**src/rtl/wb_mem_preloader.sv**
```systemverilog
// Wishbone-master memory preloader: writes a stream of (address, data) words into memory,
// then releases N_RST reset channels one after another with a configurable stagger.
module wb_mem_preloader #(
   parameter int DW       = 32,
   parameter int AW       = 32,
   parameter int N_RST    = 2,
   parameter int RST_HOLD = 50,
   parameter int STAGGER  = 4,
   parameter int TIMEOUT  = 255
) (
   input  logic              wb_clk_i,
   input  logic              wb_rst_i,
   input  logic              load_en_i,
   input  logic              s_valid_i,
   output logic              s_ready_o,
   input  logic [AW-1:0]     s_addr_i,
   input  logic [DW-1:0]     s_data_i,
   input  logic              s_last_i,
   output logic [AW-1:0]     wbm_adr_o,
   output logic [DW-1:0]     wbm_dat_o,
   output logic [DW/8-1:0]   wbm_sel_o,
   output logic              wbm_we_o,
   output logic              wbm_cyc_o,
   output logic              wbm_stb_o,
   output logic [2:0]        wbm_cti_o,
   output logic [1:0]        wbm_bte_o,
   input  logic              wbm_ack_i,
   input  logic              wbm_err_i,
   output logic [N_RST-1:0]  rst_o,
   output logic              done_o,
   output logic              err_o,
   output logic [31:0]       word_cnt_o
);

   localparam int SW       = DW / 8;
   localparam int AL       = $clog2(SW);
   localparam int HOLD_MAX = RST_HOLD + (N_RST - 1) * STAGGER;
   localparam int HW       = (HOLD_MAX > 0) ? $clog2(HOLD_MAX + 1) : 1;
   localparam int TW       = (TIMEOUT > 0) ? $clog2(TIMEOUT + 1) : 1;
   localparam logic [AW-1:0] ADR_MASK = ~(AW'((1 << AL) - 1));

   localparam logic [2:0] ST_IDLE  = 3'd0;
   localparam logic [2:0] ST_WRITE = 3'd1;
   localparam logic [2:0] ST_HOLD  = 3'd2;
   localparam logic [2:0] ST_DONE  = 3'd3;
   localparam logic [2:0] ST_ERROR = 3'd4;

   logic [2:0]       state_q, state_d;
   logic             act_q, act_d;
   logic             last_q, last_d;
   logic [AW-1:0]    adr_q, adr_d;
   logic [DW-1:0]    dat_q, dat_d;
   logic [SW-1:0]    sel_q, sel_d;
   logic [31:0]      cnt_q, cnt_d;
   logic [HW-1:0]    hold_q, hold_d;
   logic [TW-1:0]    tmo_q, tmo_d;
   logic             err_q, err_d;
   logic [N_RST-1:0] rst_q, rst_d;
   logic             ready_s;
   logic             tmo_hit_s;

   assign ready_s   = (state_q == ST_IDLE) && load_en_i && !wb_rst_i;
   // tmo_q counts completed stb cycles, so the TIMEOUT-th stb cycle is the last one
   assign tmo_hit_s = (TIMEOUT != 0) && (tmo_q == TW'(TIMEOUT - 1));

   // next-state logic for the load sequencer, bus master and reset stagger
   always_comb begin
      state_d = state_q;
      act_d   = act_q;
      last_d  = last_q;
      adr_d   = adr_q;
      dat_d   = dat_q;
      sel_d   = sel_q;
      cnt_d   = cnt_q;
      hold_d  = hold_q;
      tmo_d   = tmo_q;
      err_d   = err_q;
      case (state_q)
         ST_IDLE: begin
            if (ready_s && s_valid_i) begin
               state_d = ST_WRITE;
               act_d   = 1'b1;
               adr_d   = s_addr_i & ADR_MASK;
               dat_d   = s_data_i;
               sel_d   = {SW{1'b1}};
               last_d  = s_last_i;
               tmo_d   = '0;
            end else if (!load_en_i) begin
               state_d = ST_HOLD;
               hold_d  = '0;
            end else begin
               state_d = ST_IDLE;
            end
         end
         ST_WRITE: begin
            if (wbm_err_i || tmo_hit_s) begin
               state_d = ST_ERROR;
               act_d   = 1'b0;
               err_d   = 1'b1;
            end else if (wbm_ack_i) begin
               act_d   = 1'b0;
               cnt_d   = (cnt_q == 32'hFFFF_FFFF) ? cnt_q : cnt_q + 32'd1;
               hold_d  = '0;
               state_d = last_q ? ST_HOLD : ST_IDLE;
            end else begin
               tmo_d   = tmo_q + TW'(1);
            end
         end
         ST_HOLD: begin
            if (hold_q == HW'(HOLD_MAX)) begin
               state_d = ST_DONE;
            end else begin
               hold_d  = hold_q + HW'(1);
            end
         end
         ST_DONE: begin
            state_d = ST_DONE;
         end
         ST_ERROR: begin
            state_d = ST_ERROR;
         end
         default: begin
            state_d = ST_ERROR;
            act_d   = 1'b0;
            err_d   = 1'b1;
         end
      endcase

      // resets are registered from the next state so rst_o[0] can drop on the first HOLD cycle
      for (int k = 0; k < N_RST; k++) begin
         if (state_d == ST_DONE) begin
            rst_d[k] = 1'b0;
         end else if (state_d == ST_HOLD) begin
            rst_d[k] = !(hold_d >= HW'(RST_HOLD + k * STAGGER));
         end else begin
            rst_d[k] = 1'b1;
         end
      end
   end

   // state registers with synchronous reset
   always_ff @(posedge wb_clk_i) begin
      if (wb_rst_i) begin
         state_q <= ST_IDLE;
         act_q   <= 1'b0;
         last_q  <= 1'b0;
         adr_q   <= '0;
         dat_q   <= '0;
         sel_q   <= '0;
         cnt_q   <= 32'd0;
         hold_q  <= '0;
         tmo_q   <= '0;
         err_q   <= 1'b0;
         rst_q   <= {N_RST{1'b1}};
      end else begin
         state_q <= state_d;
         act_q   <= act_d;
         last_q  <= last_d;
         adr_q   <= adr_d;
         dat_q   <= dat_d;
         sel_q   <= sel_d;
         cnt_q   <= cnt_d;
         hold_q  <= hold_d;
         tmo_q   <= tmo_d;
         err_q   <= err_d;
         rst_q   <= rst_d;
      end
   end

   assign s_ready_o  = ready_s;
   assign wbm_adr_o  = adr_q;
   assign wbm_dat_o  = dat_q;
   assign wbm_sel_o  = sel_q;
   assign wbm_we_o   = act_q;
   assign wbm_cyc_o  = act_q;
   assign wbm_stb_o  = act_q;
   assign wbm_cti_o  = 3'b000;
   assign wbm_bte_o  = 2'b00;
   assign rst_o      = rst_q;
   assign done_o     = (state_q == ST_DONE);
   assign err_o      = err_q;
   assign word_cnt_o = cnt_q;

endmodule

```
**config.mk**
```make
export PLATFORM = sky130hd
export DESIGN_NAME = wb_mem_preloader
export DESIGN_NICKNAME = d
export VERILOG_FILES = /design/src/rtl/wb_mem_preloader.sv
export SDC_FILE = /design/constraint.sdc
export NUM_CORES = 1
export LEC_CHECK = 0
export BUFFER_PORTS_ARGS = -buffer_cell sky130_fd_sc_hd__buf_2
export CAP_MARGIN = 20
export CORE_MARGIN = 5
export CORE_UTILIZATION = 30
export CTS_CLUSTER_DIAMETER = 150
export DETAILED_ROUTE_END_ITERATION = 10
export GPL_TIMING_DRIVEN = 0
export PLACE_DENSITY = 0.54
export SLEW_MARGIN = 25
export SYNTH_ARGS = -nofsm -noshare
export SYNTH_HDL_FRONTEND = slang
export SYNTH_SLANG_ARGS = --single-unit
```
**constraint.sdc**
```tcl
create_clock -name wb_clk_i -period 3.6 [get_ports wb_clk_i]
set_input_delay 0.54 -clock wb_clk_i [delete_from_list [all_inputs] [get_ports wb_clk_i]]
set_output_delay 0.54 -clock wb_clk_i [all_outputs]
set_load 0.05 [all_outputs]
```
After elaboration in Yosys (flattened, before gate mapping)
Cells that the tools add are included.

cells by class
  $add $sub $neg = 3
  $lt $le $gt $ge = 2
  equal/unequal tests = 14
  bitwise gates (word level) = 4
  reductions and logical operators = 16
  mux-type cells = 27

operators by type and width
  kind                   count
  $add 32x1->32 const B  1
  $eq 32x32->1 const B   1
  $mux 6                 5
  $mux 8                 3
  $pmux 6 s3             1
  $pmux 8 s2             1
  $eq 3x2->1 const B     4
  $ge 6x6->1 const B     2
  $pmux 3 s4             1
  $mux 3                 3
  $add 8x1->8 const B    1
  $eq 8x8->1 const B     1
  $mux 1                 8
  $reduce_and 4->1       2
  $add 6x1->6 const B    1
  $eq 6x6->1 const B     1
  $mux 2                 3
  $ne 2x2->1 const B     3
  $not 1->1              4
  $reduce_and 2->1       2
  $reduce_or 4->1        1
  $eq 3x1->1 const B     1
  $eq 3x3->1 const B     1
  $logic_and 1x1->1      3
  other kinds (10)       12

storage, ports and cells
  output and inout bits = 113
  register bits after elaboration = 117

Depth between registers and ports, before layout
  depth in word-level cells = 10
  depth in mapped cells = 9
  depth with buffers taken out = 8

Least setup slack after synthesis
No wires, ideal clock.

  path kind = register -> register
  start = register cnt_q[0], in the netlist word_cnt_o[0]
  end = register cnt_q[18], in the netlist word_cnt_o[18]
  stages on the path, launching flop included = 7
  library setup time = 0.070 ns
  slack = 1.102 ns
  data arrival time = 2.428 ns
  path through = dfxtp_1 ha_1 nand3_1 or4_4 a211o_4 or3_1 a21oi_1

between the ends
  word-level cells in the longest chain between the ends = 3
  elaborated cells between the ends (all ways) = 4
  classes of those cells = add/sub (1); eq/ne (1); bitwise (1); reduce/logical (1)

ends and longest elaborated chain
  element                                                RTL line  RTL
  from (decl)                                            54        logic [31:0] cnt_q, cnt_d;
  from (signal assigned)                                 162       cnt_q <= cnt_d;
  branches (longest 3 deep; another with $add 32x1->32)  -

Parallel ways; which one is timed is not known.
A chain may end at the register's enable or synchronous reset.

Worst setup path after layout
  start = register state_q[2]
  end = register cnt_q[21], in the netlist word_cnt_o[21]

between the ends
  word-level cells in the longest chain between the ends = 2

ends and longest elaborated chain
  element                            RTL line  RTL
  from (decl)                        48        logic [2:0] state_q, state_d;
  from (signal assigned)             156       state_q <= state_d;
  $eq 3x1->1                         78        case (state_q)
  $reduce_and 4->1 (no source line)  -

Every way passes these cells.

==> summary.md <==
| Metric | Value |
|---|---|
| Power per Cell Area | `525.5 nW/µm²` |
| Synth Warn # | `0` |
| # Max-Cap Violations | `0` |
| Total gr overflow | `0` |
| Ports | `184` |
| Clk sinks | `117` |
| Worst Setup Start Kind | `register` |
| Fillers | `1,714` |
| Part of the cycle the worst path needs | `69.34%` |
| TritonCTS clock tree | `yes` |
| Root Driver | `clkbuf_16` |
| Ys flop type | `dfxtp_1` |
| Worst slew pin tran | `0.7823 ns` |
| Starting Density | `30.85%` |
| # DRC | `0` |
| Crit path max-delay cell type | `a31oi_1` |
| Critical path required time | `3.89 ns` |
| Post-synth EDFFs | `0` |
| Adder-cell share of the synthesized area | `1.267%` |
| Clock network latency to the later pin of the worst-skew pair | `0.42 ns` |
| Main combinational cell family by area after synthesis | `simple AND/OR/NAND/NOR gates` |
| Routed len/inst | `13.72 µm` |
| Max FO, Critical Path | `10` |
| Sequential area share after synthesis | `47.45%` |
| Hold Slack | `0.3048 ns` |
| Die Ht | `138.3 µm` |
| Slew Limit Fails | `0` |
| # port buffers | `174` |
| Async set-or-reset flop fraction in the synthesized netlist | `0%` |
| Final Critical Period | `2.496 ns` |
| Synth Area in Compound Gates | `7.047%` |
| RSZ-0062 raised after global routing | `false` |
| Mux contribution to synthesized area | `0.2028%` |
| Setup CP Type | `reg2reg` |
| Final ANT Viol Nets | `0` |
| Total global-route track usage | `14.69%` |
| Highest clock rate | `0.4006 GHz` |
| Nets | `887` |
| # diodes | `0` |
| Static Leak | `0.003208 µW` |
| DRT Pass-1 Iters | `5` |
| Cell row count | `46` |
| Synth Area in Simple Gates | `33.16%` |
| Outcome | `complete, no violations` |
| Share of cells above drive strength 1 | `27.91%` |
| First-pass GRT wire length | `23,090 µm` |
| Overall die width | `138.3 µm` |
| Routed Wire Length | `14,270 µm` |
| Final Hold Fails | `0` |
| Crit path DAT | `2.79 ns` |
| Routability Congestion | `0.7868` |
| Slew headroom | `47.41%` |
| Final setup TNS | `0 ns` |
| Syn Std Cell Area | `4936 µm²` |
| Total CTS buffers | `17` |
| Unique cell type count in the Yosys netlist | `53` |
| Critical Path, Cell by Cell | `nor3b_2 -> o2111ai_1 -> a31oi_1 -> buf_2 -> nand4_1 -> xor2_1 -> nor2_1` |
| Hold_buf cts | `0` |
| H-tree depth | `4` |
| Area grow syn2layout | `36.12%` |
| Number of synthesized register bits | `117` |
| Die Area | `19,120 µm²` |
| Instance count of the mapped netlist | `612` |
| Clock Pin Slew Worst Setup and Hold Paths | `0.06 ns` |
| Element type at the critical path end | `register` |
| Largest net degree at the start of global routing | `17` |
| DR vias/cell | `4.622` |
| Post-synthesis xor/xnor area fraction | `5.501%` |
| # setup viols final | `0` |
| Worst hold path class | `in2reg` |
| Longest Clk Path Bufs | `2` |
| DR iter-0 viols | `240` |
| Core box area | `16,000 µm²` |
| CTS resizes | `0` |
| Routed via count | `4,807` |
| Initial antenna violation count | `0` |
| Post-DP HPWL | `10,590 µm` |
| Clk_skew | `0.005955 ns` |
| Max VDD drop | `0.0003208 V` |
| CP peak stage delay | `0.51 ns` |
| Syn avg cell area | `8.065 µm²` |
| Setup bufs post-CTS | `0` |
| Vias in the first global route | `4,486` |
==> cells in the mapped netlist (12+ instances only) <==
library cell	instances	area share, %
nand2_1	148	11
dfxtp_1	117	47
nand3_1	80	8.1
nor2_1	50	3.8
clkbuf_1	24	1.8
nand4_1	18	2.3
xor2_1	17	3.0
xnor2_1	14	2.5
inv_1	13	0.99
o21ai_0	13	1.3
a21oi_1	12	1.2
buf_4	12	1.8
==> kinds of logic after synthesis <==
kind of cell             count (synthesis)
AO/OA/AOI/OAI                           52
XOR/XNOR                                31
adder cells (fa/ha/maj)                  5
buffers and inverters                   57
flip-flops                             117
multiplexers                             1
other                                    1
AND/OR/NAND/NOR                        348
==> final timing paths <==
path                 start              to  slack, ns  cells after the start
max reg2reg     state_q[2]  word_cnt_o[21]       1.10                      7
min           s_data_i[31]   wbm_dat_o[31]       0.30                      3
min reg2reg  wbm_adr_o[17]   wbm_adr_o[17]       0.45                      2
max             state_q[2]  word_cnt_o[21]       1.10                      7
==> metrics by stage <==
step                utilization, %  cell area (µm²)  instances  total power (µW)  setup slack [ns]
detailed placement           38.12             6100       1008              1792             1.116
floorplan                        -             4959        618              1672             1.102
CTS                          41.99             6719       1040              3574             1.106
global route                 41.99             6719       1040              3679            0.8877
global placement             38.12             6100       1008              1792             1.153
finish                       41.99             6719       1040              3531             1.104
==> sequential cells by signal, summed over array words and instances, names as in the netlist <==
signal,flops
wbm_dat_o,32
word_cnt_o,32
wbm_adr_o,30
tmo_q,8
hold_q,6
state_q,3
rst_o,2
err_o,1
last_q,1
wbm_cyc_o,1
wbm_sel_o,1
==> power by group <==
part	internal [µW]	total [µW]	switching [µW]
clock	1110	1770	660
combinational	104	398	293
sequential	1340	1360	24.5
==> metal layers <==
metal	wire length, µm	part of all wire [%]	track usage [%]
met1	6532	46	18.75
met2	6717	47	23.48
met3	790	5.5	4.793
met4	228	1.6	4.940
met5	0	0	0
==> area by class of cell <==
type / count / area, µm² / share of cell area [%]
tap: 216 / 270.3 / 4.022
clock buffer: 17 / 425.4 / 6.331
buffer: 43 / 209.0 / 3.110
timing repair buffer: 174 / 870.8 / 12.96
multi-input combinational: 444 / 2355 / 35.05
clock inverter: 15 / 193.9 / 2.886
sequential: 117 / 2342 / 34.86
inverter: 14 / 52.55 / 0.7821
==> critical path, delay by kind of cell (launching register included) <==
kind,cells,cell delay (ns)
AOI/OAI and AO/OA,2,0.92
and+or+nand+nor,3,0.57
buffers and inverters,1,0.36
DFF,1,0.34
xor gates and xnor gates,1,0.19
==> cell usage in the layout (no fill, tap or decap), types with 14 or more instances in the layout <==
master / Yosys / final
dfxtp_1: 117 / 117
nand3_1: 80 / 80
nand4_1: 18 / 18
xor2_1: 17 / 17
clkbuf_1: 24 / 24
nand2_1: 148 / 148
clkbuf_16: 0 / 17
nor2_1: 50 / 50
buf_2: 2 / 176
xnor2_1: 14 / 14
Note: power is estimated with default switching activity, not from simulation.
